--- src/rtl/rr_switch_arbiter.sv ---
`default_nettype none
// +--------------------------------------------------------------------------+
// | rr_switch_arbiter                                                        |
// | Round-robin arbitration of memory write port, free-list and learn table  |
// | Revision: 1.0                                                            |
// +--------------------------------------------------------------------------+
module rr_switch_arbiter #(
  parameter  int NUM_PORTS  = 4,
  parameter  int ADDR_W     = 12,
  parameter  int BLOCK_BITS = 64,
  parameter  int MAX_BURST  = 1,
  localparam int PW         = $clog2(NUM_PORTS)
) (
  input  logic                  clk,
  input  logic                  rst_n,
  // memory write port
  input  logic                  wr_req_i             [NUM_PORTS-1:0],
  input  logic [ADDR_W-1:0]     wr_addr_i            [NUM_PORTS-1:0],
  input  logic [BLOCK_BITS-1:0] wr_data_i            [NUM_PORTS-1:0],
  output logic                  wr_gnt_o             [NUM_PORTS-1:0],
  output logic                  mem_we_o,
  output logic [ADDR_W-1:0]     mem_addr_o,
  output logic [BLOCK_BITS-1:0] mem_wdata_o,
  // free-list allocation
  input  logic                  fl_req_i             [NUM_PORTS-1:0],
  output logic                  fl_gnt_o             [NUM_PORTS-1:0],
  output logic [ADDR_W-1:0]     fl_block_idx_o,
  output logic                  fl_alloc_req_o,
  input  logic                  fl_alloc_gnt_i,
  input  logic [ADDR_W-1:0]     fl_alloc_block_idx_i,
  // learn table
  input  logic                  lt_eop_i             [NUM_PORTS-1:0],
  input  logic [47:0]           lt_src_i             [NUM_PORTS-1:0],
  input  logic [47:0]           lt_dst_i             [NUM_PORTS-1:0],
  input  logic [ADDR_W-1:0]     lt_start_i           [NUM_PORTS-1:0],
  output logic                  lt_valid_o,
  output logic [PW-1:0]         lt_port_o,
  output logic [47:0]           lt_src_o,
  output logic [47:0]           lt_dst_o,
  output logic [ADDR_W-1:0]     lt_start_o,
  output logic                  lt_drop_o            [NUM_PORTS-1:0]
);

  localparam int BW = (MAX_BURST > 1) ? $clog2(MAX_BURST) : 1;

  // Returns {found, winner}: first requester scanning last+1, last+2, ... modulo NUM_PORTS.
  function automatic logic [PW:0] rr_pick(input logic [NUM_PORTS-1:0] req,
                                          input logic [PW-1:0]        last);
    logic          found;
    logic [PW-1:0] win;
    logic [PW-1:0] pidx;
    int            idx;
    found = 1'b0;
    win   = '0;
    for (int i = 1; i <= NUM_PORTS; i++) begin
      idx  = (int'(last) + i) % NUM_PORTS;
      pidx = PW'(idx);
      if (!found && req[pidx]) begin
        found = 1'b1;
        win   = pidx;
      end
    end
    return {found, win};
  endfunction

  // ---------------------------------------------------------------- write arbiter
  logic [NUM_PORTS-1:0] w_wr_req;
  logic [PW:0]          w_wr_pick;
  logic                 w_wr_hold;
  logic                 w_wr_any;
  logic [PW-1:0]        w_wr_win;
  logic [PW-1:0]        r_wr_last;
  logic [BW-1:0]        r_burst_cnt;
  logic                 r_wr_active;

  // A burst only continues from a port that was actually granted last cycle.
  always_comb begin
    for (int p = 0; p < NUM_PORTS; p++) w_wr_req[p] = wr_req_i[p];
    w_wr_pick = rr_pick(w_wr_req, r_wr_last);
    w_wr_hold = r_wr_active && w_wr_req[r_wr_last] && (r_burst_cnt < BW'(MAX_BURST - 1));
    w_wr_any  = w_wr_hold || w_wr_pick[PW];
    w_wr_win  = w_wr_hold ? r_wr_last : w_wr_pick[PW-1:0];
  end

  always_comb begin
    mem_we_o    = w_wr_any;
    mem_addr_o  = '0;
    mem_wdata_o = '0;
    for (int p = 0; p < NUM_PORTS; p++) wr_gnt_o[p] = w_wr_any && (w_wr_win == PW'(p));
    if (w_wr_any) begin
      mem_addr_o  = wr_addr_i[w_wr_win];
      mem_wdata_o = wr_data_i[w_wr_win];
    end
  end

  always_ff @(posedge clk or negedge rst_n) begin
    if (!rst_n) begin
      r_wr_last   <= PW'(NUM_PORTS - 1);
      r_burst_cnt <= '0;
      r_wr_active <= 1'b0;
    end else begin
      r_wr_active <= w_wr_any;
      if (w_wr_any) begin
        r_wr_last   <= w_wr_win;
        r_burst_cnt <= w_wr_hold ? r_burst_cnt + BW'(1) : '0;
      end
    end
  end

  // ---------------------------------------------------------------- free-list FSM
  typedef enum logic [0:0] {FL_IDLE = 1'b0, FL_REQ = 1'b1} fl_state_t;

  fl_state_t            r_fl_state;
  fl_state_t            w_fl_state_nxt;
  logic [NUM_PORTS-1:0] w_fl_req;
  logic [PW:0]          w_fl_pick;
  logic                 w_fl_done;
  logic [PW-1:0]        r_fl_owner;
  logic [PW-1:0]        r_fl_last;

  always_comb begin
    w_fl_state_nxt = r_fl_state;
    fl_alloc_req_o = 1'b0;
    fl_block_idx_o = '0;
    w_fl_done      = 1'b0;
    for (int p = 0; p < NUM_PORTS; p++) w_fl_req[p] = fl_req_i[p];
    w_fl_pick = rr_pick(w_fl_req, r_fl_last);
    case (r_fl_state)
      FL_IDLE: begin
        if (w_fl_pick[PW]) w_fl_state_nxt = FL_REQ;
      end
      FL_REQ: begin
        fl_alloc_req_o = 1'b1;
        if (fl_alloc_gnt_i) begin
          w_fl_done      = 1'b1;
          fl_block_idx_o = fl_alloc_block_idx_i;
          w_fl_state_nxt = FL_IDLE;
        end
      end
      default: w_fl_state_nxt = FL_IDLE;
    endcase
    for (int p = 0; p < NUM_PORTS; p++) fl_gnt_o[p] = w_fl_done && (r_fl_owner == PW'(p));
  end

  always_ff @(posedge clk or negedge rst_n) begin
    if (!rst_n) begin
      r_fl_state <= FL_IDLE;
      r_fl_owner <= '0;
      r_fl_last  <= PW'(NUM_PORTS - 1);
    end else begin
      r_fl_state <= w_fl_state_nxt;
      if (r_fl_state == FL_IDLE && w_fl_pick[PW]) begin
        r_fl_owner <= w_fl_pick[PW-1:0];
        r_fl_last  <= w_fl_pick[PW-1:0];
      end
    end
  end

  // ---------------------------------------------------------------- learn channel
  logic [NUM_PORTS-1:0] r_pending;
  logic [NUM_PORTS-1:0] r_lt_drop;
  logic [47:0]          r_lt_src   [NUM_PORTS-1:0];
  logic [47:0]          r_lt_dst   [NUM_PORTS-1:0];
  logic [ADDR_W-1:0]    r_lt_start [NUM_PORTS-1:0];
  logic [PW-1:0]        r_lt_last;
  logic [PW:0]          w_lt_pick;
  logic                 w_lt_drain;
  logic [PW-1:0]        w_lt_win;
  logic [NUM_PORTS-1:0] w_lt_clr;

  always_comb begin
    w_lt_pick  = rr_pick(r_pending, r_lt_last);
    w_lt_drain = w_lt_pick[PW];
    w_lt_win   = w_lt_pick[PW-1:0];
    w_lt_clr   = '0;
    if (w_lt_drain) w_lt_clr[w_lt_win] = 1'b1;
    for (int p = 0; p < NUM_PORTS; p++) lt_drop_o[p] = r_lt_drop[p];
  end

  // A port being drained this cycle frees its buffer for a same-cycle capture.
  always_ff @(posedge clk or negedge rst_n) begin
    if (!rst_n) begin
      r_pending  <= '0;
      r_lt_drop  <= '0;
      r_lt_last  <= PW'(NUM_PORTS - 1);
      lt_valid_o <= 1'b0;
      lt_port_o  <= '0;
      lt_src_o   <= '0;
      lt_dst_o   <= '0;
      lt_start_o <= '0;
      for (int p = 0; p < NUM_PORTS; p++) begin
        r_lt_src[p]   <= '0;
        r_lt_dst[p]   <= '0;
        r_lt_start[p] <= '0;
      end
    end else begin
      lt_valid_o <= w_lt_drain;
      if (w_lt_drain) begin
        r_lt_last  <= w_lt_win;
        lt_port_o  <= w_lt_win;
        lt_src_o   <= r_lt_src[w_lt_win];
        lt_dst_o   <= r_lt_dst[w_lt_win];
        lt_start_o <= r_lt_start[w_lt_win];
      end
      for (int p = 0; p < NUM_PORTS; p++) begin
        if (lt_eop_i[p] && (!r_pending[p] || w_lt_clr[p])) begin
          r_pending[p]  <= 1'b1;
          r_lt_src[p]   <= lt_src_i[p];
          r_lt_dst[p]   <= lt_dst_i[p];
          r_lt_start[p] <= lt_start_i[p];
        end else begin
          if (w_lt_clr[p]) r_pending[p] <= 1'b0;
          if (lt_eop_i[p]) r_lt_drop[p] <= 1'b1;
        end
      end
    end
  end

endmodule
`default_nettype wire

--- config.mk ---
export PLATFORM = sky130hd
export DESIGN_NAME = rr_switch_arbiter
export DESIGN_NICKNAME = d
export VERILOG_FILES = /design/src/rtl/rr_switch_arbiter.sv
export SDC_FILE = /design/constraint.sdc
export NUM_CORES = 1
export LEC_CHECK = 0
export CORE_AREA = 2 2 376 378
export CTS_CLUSTER_SIZE = 8
export DETAILED_ROUTE_END_ITERATION = 7
export DIE_AREA = 0 0 378 380
export GPL_ROUTABILITY_DRIVEN = 0
export PLACE_DENSITY = 0.44
export SLEW_MARGIN = 20
export SYNTH_ARGS = -nofsm -noshare
export SYNTH_HDL_FRONTEND = slang
export SYNTH_SLANG_ARGS = --single-unit
--- constraint.sdc ---
create_clock -name clk -period 2.9 [get_ports clk]
set_clock_uncertainty 0.1 [all_clocks]
set_input_delay 0.435 -clock clk [delete_from_list [all_inputs] [get_ports clk]]
set_output_delay 0.435 -clock clk [all_outputs]
set_load 0.01 [all_outputs]
==> flow_summary.rst <==
.. list-table::
   :header-rows: 1

   * - Metric
     - Value
   * - Number of enable flip-flop cells after synthesis
     - 0
   * - Worst Setup Path Type
     - flip-flop to output pin
   * - Source of the worst register-to-register timing path
     - r_pending[1]
   * - Dominant combinational cell family by area after synthesis
     - multiplexers
   * - Overall global routing resource usage
     - approximately a fifth
   * - Flip-flop and latch count after synthesis
     - 560
   * - Post-route worst hold slack
     - between 0.2 and 0.25 ns
   * - Source of the critical timing path
     - r_wr_last[1]
   * - Hold Vio Cnt, Final
     - 0
   * - Arithmetic-cell share of the synthesized area counting full adders, half adders and majority gates
     - 0%
   * - Crit path capture type
     - output pin
   * - Number of antenna violations at the first check in global routing
     - 102
   * - Number of vias per cell
     - around 4.4
   * - Leading area contributor after synthesis
     - sky130_fd_sc_hd__dfrtp_1
   * - Sequential cell area
     - between 10,000 and 15,000 um2
   * - Detailed-route DRC error count
     - 0
   * - Drt total wl
     - 145,000 um
   * - Register area share after synthesis
     - a little under three fifths
   * - Result of the run
     - complete, but fails checks
   * - Most common cell after layout, fill and taps aside
     - sky130_fd_sc_hd__clkdlybuf4s50_1
   * - Via Count
     - 21,694
   * - Filler Cells Inserted
     - 14,449
   * - Vias in the first global route
     - 22,888
   * - Buffer cell driving the clock tree root
     - sky130_fd_sc_hd__clkbuf_16
   * - Synthesized cell area
     - 25,200 um2
   * - Power, Total
     - 48.8 mW
   * - CTS buffer count
     - 83
   * - Port Buf Inserts
     - 975
   * - Highest clock rate
     - approximately 0.3 GHz
   * - CTS tree
     - done
   * - Setup repair after global routing missed its margin
     - yes
   * - Cells after synthesis
     - 1,916
   * - Maximum fanout along the worst path
     - 8
   * - Period Utilization, post-route
     - 116%
   * - Floorplan die width
     - 378 um
   * - # clock sinks
     - 560
   * - Final period demand of the worst path
     - 3.36 ns
   * - Overflow left after global routing
     - 0
   * - Final core utilization
     - around 30%
   * - Syn avg cell area
     - around 13 um2
   * - Count of unique library cells instantiated by Yosys
     - 47
   * - Multi-input gate area in the final layout
     - 10,600 um2
   * - Most used DFF post-synth
     - sky130_fd_sc_hd__dfrtp_1
   * - Routed wire length per instance
     - 29.2 um
   * - Area growth, synth to finish
     - 65.3%
   * - Net count of the mapped netlist
     - 2,679
   * - Worst-case vdd ir drop
     - 0.684 mV
   * - Fraction of registers with async set or reset after synthesis
     - 100%
   * - Die footprint
     - approximately 140,000 um2
   * - Fraction of layout instances using a drive strength above 1
     - about a quarter
   * - Number of core rows
     - 137
   * - Final count of negative-setup-slack endpoints
     - 77
   * - Clock latency reported for the late side of the worst-skew pair
     - 0.65 ns
   * - Tightest Hold Check Type
     - input port to async pin
   * - Slew of the pin with the lowest slew margin
     - 0.870 ns
   * - Leakage
     - 17.5 nW
   * - Nets@finish
     - 3,780
   * - Total core area
     - 139,000 um2
   * - Global-route wire length before repair
     - 195,000 um
   * - Total number of H-tree levels
     - 3
   * - Ports
     - roughly 980
   * - Max Transition Viols Final
     - 0
   * - Synth warn
     - 0
   * - Clk slew on worst S/H paths
     - 0.05 ns
   * - Xor-xnor portion of the synthesized cell area
     - 0%
   * - CP Launch Type
     - flip-flop
   * - Die Y
     - roughly 380 um
   * - Effective utilization at floorplan
     - 18.1%
   * - Endpoint arrival time on the critical path
     - 2.82 ns
   * - Finished Cell Area
     - about 42,000 um2
   * - Max-slew headroom at the worst pin
     - between 40% and 50%
   * - Number of nets with antenna violations after detailed routing
     - 0
   * - CP required
     - 2.37 ns
   * - Top cell type's share of synthesized area
     - 55.1%
   * - Post-Synth Simple-Gate Area
     - 5.11%
   * - Worst slack after detailed placement
     - -0.455 ns
   * - Pin count of the biggest net entering global routing
     - 66
   * - Commonest non-fill, non-tap cells in the layout
     - sky130_fd_sc_hd__clkdlybuf4s50_1 (894), sky130_fd_sc_hd__dfrtp_1 (554), sky130_fd_sc_hd__mux2_2 (335)
   * - Detailed-router iteration count before antenna repair
     - 8
   * - DPL Wire Length
     - 108,000 um
   * - Top post-synthesis cells by area
     - sky130_fd_sc_hd__dfrtp_1 (55%), sky130_fd_sc_hd__mux2_2 (15%), sky130_fd_sc_hd__mux2i_1 (8.7%)
   * - Placed Area
     - 38,200 um2
   * - MaxCap Viol Count
     - 0
   * - Setup slack after layout
     - -0.455 ns
   * - Compound-cell area share of the yosys netlist
     - 8.04%
   * - Bufs on Longest Clock Path
     - 3
   * - Violation count after the first detailed-route iteration
     - 1,458
   * - Cell area power density
     - 1170 nW/um2
   * - Share of cell area taken by muxes after synthesis
     - 28.3%
   * - Violated checks
     - negative setup slack
state kept, by name, summed over array words and instances (netlist names), 4 cells and up:
signal      flops
lt_src_o       48
lt_drop_o       4
lt_start_o     12
r_lt_dst      192
r_pending       4
r_lt_start     48
r_lt_src      192
lt_dst_o       48
where the power goes:
group	internal [mW]	switching, mW	leakage, nW
Combinational	13.0	12.1	9.85
Sequential	12.1	2.26	6.51
Clock	5.56	3.69	1.17
Total	30.7	18.1	17.5
repair_timing:
action / in CTS / in global routing
pin swaps: 79 / 82
hold buffers: 1 / 0
setup endpoints to repair: 80 / 80
gates cloned: 12 / 4
gates resized for setup: 316 / 78
endpoints found under the hold margin: 183 / 0
setup buffers: 16 / 24
final cells by class:
type                            count  share of cell area, %
Timing Repair Buffer             1159                   29.0
Tap cell                         1876                   5.64
Clock buffer                      106                   5.43
Antenna cell                       51                  0.307
Sequential cell                   560                   33.7
Inverter                           12                  0.120
Clock inverter                     10                  0.328
Multi-Input combinational cell   1201                   25.5
metal layers:
| metal | part of all wire (%) | global-route usage, % |
|---|---|---|
| met1 | 35 | 20.1 |
| met2 | 48 | 32.4 |
| met3 | 9.9 | 8.47 |
| met4 | 6.5 | 12.5 |
| met5 | 0.35 | 0 |
final timing paths:
kind / end / cells after the start / slack, ns
worst min register to register: lt_drop_o[2] / 1 / 0.36
min in group clk: r_lt_src[171] / 2 / 0.26
worst max register to register: r_lt_src[111] / 7 / 0.27
worst min-delay path: r_lt_src[47] / 2 / 0.23
max in group asynchronous: r_lt_src[110] / 4 / 1.44
worst max-delay path: mem_wdata_o[58] / 8 / -0.46
critical path, stage by stage (launching register included):
cell and delay (ns):
sky130_fd_sc_hd__dfstp_2 0.59, sky130_fd_sc_hd__buf_6 0.12, sky130_fd_sc_hd__nor2b_4 0.04, sky130_fd_sc_hd__o211a_4 0.31
sky130_fd_sc_hd__buf_12 0.18, sky130_fd_sc_hd__buf_6 0.13, sky130_fd_sc_hd__a222oi_1 0.36, sky130_fd_sc_hd__nand2_2 0.22
sky130_fd_sc_hd__buf_12 0.18
through the flow:
| stage | cells | setup TNS [ns] |
|---|---|---|
| after detailed placement | 4752 | -24.08 |
| after global routing | 4964 | -31.83 |
| after CTS | 4897 | -26.37 |
| final | 4975 | -24.91 |
| after global placement | 4752 | -21.39 |
| after floorplan | 1916 | 0 |
cells by family after synthesis:
family | Yosys count
buf+inv | 155
mux | 651
flops | 560
simple gates | 321
compound gates | 229
synthesized netlist by cell type (2+ instances only):
library cell and count:
sky130_fd_sc_hd__dfrtp_1 554, sky130_fd_sc_hd__mux2_2 335, sky130_fd_sc_hd__mux2i_1 219, sky130_fd_sc_hd__nand2_1 161, sky130_fd_sc_hd__nor2_1 127, sky130_fd_sc_hd__a221oi_1 108
sky130_fd_sc_hd__mux2_1 77, sky130_fd_sc_hd__a222oi_1 76, sky130_fd_sc_hd__clkbuf_1 73, sky130_fd_sc_hd__buf_2 47, sky130_fd_sc_hd__mux2_4 20, sky130_fd_sc_hd__and3_1 13
sky130_fd_sc_hd__buf_4 12, sky130_fd_sc_hd__inv_1 11, sky130_fd_sc_hd__a21oi_1 9, sky130_fd_sc_hd__buf_1 8, sky130_fd_sc_hd__o21ai_0 8, sky130_fd_sc_hd__dfstp_2 6
sky130_fd_sc_hd__nor2b_1 6, sky130_fd_sc_hd__o21bai_1 5, sky130_fd_sc_hd__nand2b_1 4, sky130_fd_sc_hd__a21o_1 3, sky130_fd_sc_hd__buf_6 3, sky130_fd_sc_hd__nor3_1 3
sky130_fd_sc_hd__a211oi_1 2, sky130_fd_sc_hd__a31oi_1 2, sky130_fd_sc_hd__nor3b_1 2, sky130_fd_sc_hd__o21ai_2 2, sky130_fd_sc_hd__or2_2 2
Power figures use the tool's default switching activity.
